File: src/rtl/operand_gather5x12_pkg.sv
// Shared constants and types for the five-operand gather stage that feeds the 12-bit Dadda adder.
// The hold bank's a..e slots are summed downstream in SUM_W bits.
package operand_gather5x12_pkg;

  localparam int WIDTH   = 12;
  localparam int NUM_OPS = 5;
  localparam int CNT_W   = 3;
  localparam int SUM_W   = WIDTH + 3;

  typedef logic [NUM_OPS-1:0][WIDTH-1:0] op_array_t;

  typedef struct packed {
    op_array_t        ops;
    logic [CNT_W-1:0] count;
  } op_group_t;

  // 5 * 4095 = 20475 fits in SUM_W bits, so this sum never wraps.
  function automatic logic [SUM_W-1:0] group_sum(input op_array_t ops);
    logic [SUM_W-1:0] s;
    s = '0;
    for (int i = 0; i < NUM_OPS; i++) s = s + SUM_W'(ops[i]);
    return s;
  endfunction

endpackage

File: src/rtl/operand_gather5x12_bank.sv
// NUM_OPS x WIDTH register bank with indexed write, bulk load and synchronous clear.
// Clear wins over load, and load wins over an indexed write.
module operand_bank
  import operand_gather5x12_pkg::*;
(
  input  logic             clk,
  input  logic             rst,
  input  logic             clr,
  input  logic             wr_en,
  input  logic [CNT_W-1:0] wr_idx,
  input  logic [WIDTH-1:0] wr_data,
  input  logic             load_en,
  input  op_array_t        load_data,
  output op_array_t        data
);

  always_ff @(posedge clk) begin
    if (rst || clr) begin
      data <= '0;
    end else if (load_en) begin
      data <= load_data;
    end else if (wr_en) begin
      for (int i = 0; i < NUM_OPS; i++) begin
        if (wr_idx == CNT_W'(i)) data[i] <= wr_data;
      end
    end
  end

endmodule

File: src/rtl/operand_gather5x12.sv
// Packs a serial operand stream into zero-padded groups of five, double-buffered into a
// fill bank and a hold bank that drives a..e to the adder.
module operand_gather5x12
  import operand_gather5x12_pkg::*;
(
  input  logic             clk,
  input  logic             rst,
  input  logic [WIDTH-1:0] in_data,
  input  logic             in_valid,
  input  logic             in_last,
  output logic             in_ready,
  output logic [WIDTH-1:0] a,
  output logic [WIDTH-1:0] b,
  output logic [WIDTH-1:0] c,
  output logic [WIDTH-1:0] d,
  output logic [WIDTH-1:0] e,
  output logic             out_valid,
  input  logic             out_ready,
  output logic [CNT_W-1:0] out_count
);

  // Handshake: a word moves when in_valid & in_ready, a group moves when out_valid & out_ready.
  // in_ready comes only from registered state; a..e/out_count are held while out_valid & !out_ready.

  logic [CNT_W-1:0] fill_cnt;
  logic             fill_done;
  op_array_t        fill_data;
  op_array_t        hold_data;
  op_group_t        next_grp;

  logic accept, xfer, hold_free, complete, move_now, move_pend, move;

  assign in_ready  = !fill_done;
  assign accept    = in_valid && in_ready;
  assign xfer      = out_valid && out_ready;
  assign hold_free = !out_valid || xfer;
  assign complete  = accept && (in_last || (fill_cnt == CNT_W'(NUM_OPS - 1)));
  assign move_now  = complete && hold_free;
  assign move_pend = fill_done && xfer;
  assign move      = move_now || move_pend;

  // The group handed to hold includes the word being accepted on this same edge.
  always_comb begin
    next_grp.ops   = fill_data;
    next_grp.count = fill_cnt + CNT_W'(1);
    if (accept) next_grp.ops[fill_cnt] = in_data;
  end

  operand_bank u_fill (
    .clk       (clk),
    .rst       (rst),
    .clr       (move),
    .wr_en     (accept && !move_now),
    .wr_idx    (fill_cnt),
    .wr_data   (in_data),
    .load_en   (1'b0),
    .load_data ('0),
    .data      (fill_data)
  );

  operand_bank u_hold (
    .clk       (clk),
    .rst       (rst),
    .clr       (xfer && !move),
    .wr_en     (1'b0),
    .wr_idx    ('0),
    .wr_data   ('0),
    .load_en   (move),
    .load_data (next_grp.ops),
    .data      (hold_data)
  );

  always_ff @(posedge clk) begin
    if (rst) begin
      fill_cnt  <= '0;
      fill_done <= 1'b0;
      out_valid <= 1'b0;
      out_count <= '0;
    end else if (move) begin
      out_valid <= 1'b1;
      out_count <= next_grp.count;
      fill_cnt  <= '0;
      fill_done <= 1'b0;
    end else begin
      if (xfer) begin
        out_valid <= 1'b0;
        out_count <= '0;
      end
      // A group completed against a busy hold bank parks with fill_cnt at its last slot.
      if (complete)    fill_done <= 1'b1;
      else if (accept) fill_cnt  <= fill_cnt + CNT_W'(1);
    end
  end

  assign a = hold_data[0];
  assign b = hold_data[1];
  assign c = hold_data[2];
  assign d = hold_data[3];
  assign e = hold_data[4];

endmodule

File: config.mk
export PLATFORM = sky130hd
export DESIGN_NAME = operand_gather5x12
export DESIGN_NICKNAME = d
export VERILOG_FILES = /design/src/rtl/operand_gather5x12_pkg.sv /design/src/rtl/operand_gather5x12_bank.sv /design/src/rtl/operand_gather5x12.sv
export SDC_FILE = /design/constraint.sdc
export NUM_CORES = 1
export LEC_CHECK = 0
export BUFFER_PORTS_ARGS = -buffer_cell sky130_fd_sc_hd__buf_2
export CAP_MARGIN = 20
export CORE_ASPECT_RATIO = 1.4
export CORE_MARGIN = 2
export CORE_UTILIZATION = 53
export DETAILED_ROUTE_END_ITERATION = 7
export GPL_TIMING_DRIVEN = 0
export PLACE_DENSITY = 0.76
export SLEW_MARGIN = 25
export SYNTH_ARGS = -nofsm -noshare
export SYNTH_HDL_FRONTEND = slang
export SYNTH_HIERARCHICAL = 1
export SYNTH_SLANG_ARGS = --single-unit
File: constraint.sdc
create_clock -name clk -period 2.2 [get_ports clk]
set_clock_uncertainty 0.1 [all_clocks]
set_input_delay 0.22 -clock clk [delete_from_list [all_inputs] [get_ports clk]]
set_output_delay 0.22 -clock clk [all_outputs]
set_load 0.01 [all_outputs]
==> results_dict.tcl <==
set metrics [dict create \
    setup_ws_ps -42.7 \
    ant_nets 0 \
    clock-root-buffer "clkbuf_16" \
    rows 50 \
    slew_headroom 0.343 \
    grt_pass1_vias 6044 \
    instances_no_fill 1101 \
    synth_ff_type "dfxtp_1" \
    cpMaxStageDelayCell "a2111oi_1" \
    syn_area_um2 7190 \
    worstPathCellList "inv_2 > ha_4 > a21o_1 > nand2_2 > a21oi_4 > buf_6 > buf_4 > nor3_1 > a2111oi_1" \
    p_leak_nw 3.70 \
    total_power_mw 7.04 \
    clock_sinks 128 \
    hold_depth 4 \
    critical_path_class "reg -> reg" \
    wl_mm 21.3 \
    status "finished, violations left" \
    core_um2 13300 \
    die_w_um 102 \
    finalNetCount 926 \
    p_sw_frac 0.278 \
    viasPerCell 5.73 \
    comb_power_share 0.202 \
    violations "setup timing" \
    cts_tree "built" \
    syn_avg_cell_area_um2 10.2 \
    numCtsBuffers 17 \
    h-tree-depth 4 \
    grt_usage 0.292 \
    stdcell_area_um2 9320 \
    vias 6314 \
    synth_area_leaders "dfxtp_1 (36%), a2111oi_2 (11%), nor2b_1 (11%), mux2_2 (9.4%), nor3_1 (8.5%)" \
    ys_async_sr_fraction 0 \
    vdd_drop_max_mv 0.479 \
    drt_iter0_markers 419 \
    synth_top_area_share 0.356 \
    place.gp.congestion 0.866 \
    dpl_cell_area_um2 8200 \
    rr_worst_depth 9 \
    synth-edff-count 0 \
    yosys.area.top_type "dfxtp_1" \
    clkTransAtPathRegs_ps 60 \
    antennaDiodeCount 0 \
    p_sw_mw 1.96 \
    drive_above_1_share 0.394 \
    worstPathRequired_ps 2370 \
    synth_warnings 6 \
    endpoint_kind "register" \
    crit_arrival_ps 2410 \
    wire_per_inst_um 19.4 \
    crit_family "compound AO/OA/AOI/OAI gates" \
    drc 0 \
    crit_buf_inv 3 \
    initial_core_util 0.540 \
    worstHoldStart "in_last" \
    fin_crit_ps 2240 \
    die_area_um2 14500 \
    grt_pass1_wl_mm 32.7 \
    rsz0062_at_grt "yes" \
    setup-violations-final 1 \
    hold_end "fill_cnt[1]" \
    max_stage_delay_ps 400 \
    power_density_nw_per_um2 756 \
    hp-class "in -> reg" \
    cp_max_fo 10 \
    clk_latency_ps 410 \
    yosys-top-cells-count "dfxtp_1 (128), nor3_1 (122), nor2b_1 (121)" \
    finalCritPeriodShare 1.02 \
    fin_setup_tns_ps -42.7 \
    antenna_found_initial 0 \
    pre_cts_ws_ps -743 \
    r2r_setup_slack_ps -40 \
    clock_path_buffers 2 \
    synth_cell_types 41 \
    hold_ws_ps 65.9 \
    drv_cap 0 \
    grt-ovfl-total 0 \
    startpoint_type "register" \
    fmax_mhz 446 \
    hold_viol 0 \
    io_pins 82 \
    placedCellCount 1064 \
    intPower_mw 5.08 \
    clkPwrFrac 0.425 \
    slew_viol_final 0 \
    post-route-util 0.699 \
    yosysMostFrequentCell "dfxtp_1" \
    seq_power_share 0.373 \
    synthCells 704 \
    worstMarginPinSlew_ps 983 \
    hpwl_mm 15.4 \
    reg2reg_to "u_hold/data[33]" \
    grt_max_degree 17 \
    io_buffer_count 81 \
    firstDrtPassIters 5 \
    rr_startpoint "fill_cnt[1]" \
    ys_ff_latch 128 \
    die_height_um 142 \
    synth-seq-area-share 0.356 \
    area_delta_synth_final_pct 29.5 \
]
## placed cells by master (no fill, tap or decap), drive strengths merged, types with 4 or more instances in the layout
| cell type | n |
|---|---|
| clkbuf | 43 |
| conb | 98 |
| clkinv | 5 |
| nor2b | 121 |
| a21oi | 7 |
| and4bb | 6 |
| nor2 | 25 |
| bufinv | 4 |
| a2111oi | 120 |
| buf | 136 |
| dfxtp | 128 |
| nor3 | 122 |
| mux2 | 60 |
| inv | 5 |
| o21ai | 4 |
## worst min-delay path, cell delays in order
cell and delay [ps]:
buf_2 130, a21oi_4 60, nand3_1 80, a21oi_1 50
## cell type report
cell class	count	area, µm²
fillers	1011	4010
repair buffers	91	487
well taps	182	228
clock buffers	21	460
flip-flops and latches	128	2570
inverters	5	21.3
multi-input cells	596	4790
plain buffers	68	591
clock inverters	10	160
## registers in the layout (all words and copies together), names as in the netlist
register and cells:
out_count 3, fill_done 1, u_hold/data 60, fill_cnt 3, out_valid 1, u_fill/data 60
## power groups by stage
stage / registers, mW / clock network [mW] / logic, mW
6_report: 2.63 / 2.99 / 1.42
5_1_grt: 2.65 / 3.11 / 1.53
4_1_cts: 2.62 / 3.00 / 1.28
3_5_place_dp: 2.68 / 0 / 1.21
3_3_place_gp: 2.67 / 0 / 1.19
2_1_floorplan: 2.70 / 0 / 0.837
## cells by family after synthesis
group                    count (synthesis)  synth area share
AND/OR/NAND/NOR                        294             0.243
flip-flops                             128             0.356
XOR/XNOR                                 1           0.00122
multiplexers                            60            0.0939
buffers and inverters                   77            0.0685
adder cells (fa/ha/maj)                  2           0.00348
AO/OA/AOI/OAI                          141             0.233
other                                    1          0.000521
## worst max-delay path by stage
stage	from	end	cells after the start
after floorplan	fill_cnt[0]	u_fill/data[0]	9
after detailed placement	fill_cnt[0]	u_fill/data[2]	9
after CTS	fill_cnt[2]	u_hold/data[23]	6
after global routing	fill_cnt[1]	u_hold/data[33]	9
final	fill_cnt[1]	u_hold/data[33]	9
after global placement	fill_cnt[0]	u_fill/data[2]	9
## metal layers
metal / routed length, µm / track usage
met2: 10500 / 0.483
met4: 972 / 0.143
met1: 8700 / 0.364
met5: 0 / 0
met3: 1150 / 0.0463
## what timing repair did
item	CTS	global route
hold buffers	1	0
endpoints found under the setup margin	120	109
endpoints found under the hold margin	1	0
pin swaps	4	15
setup buffers	7	1
resized for setup	60	71
gates cloned	0	1
(Power assumes the default switching activity.)
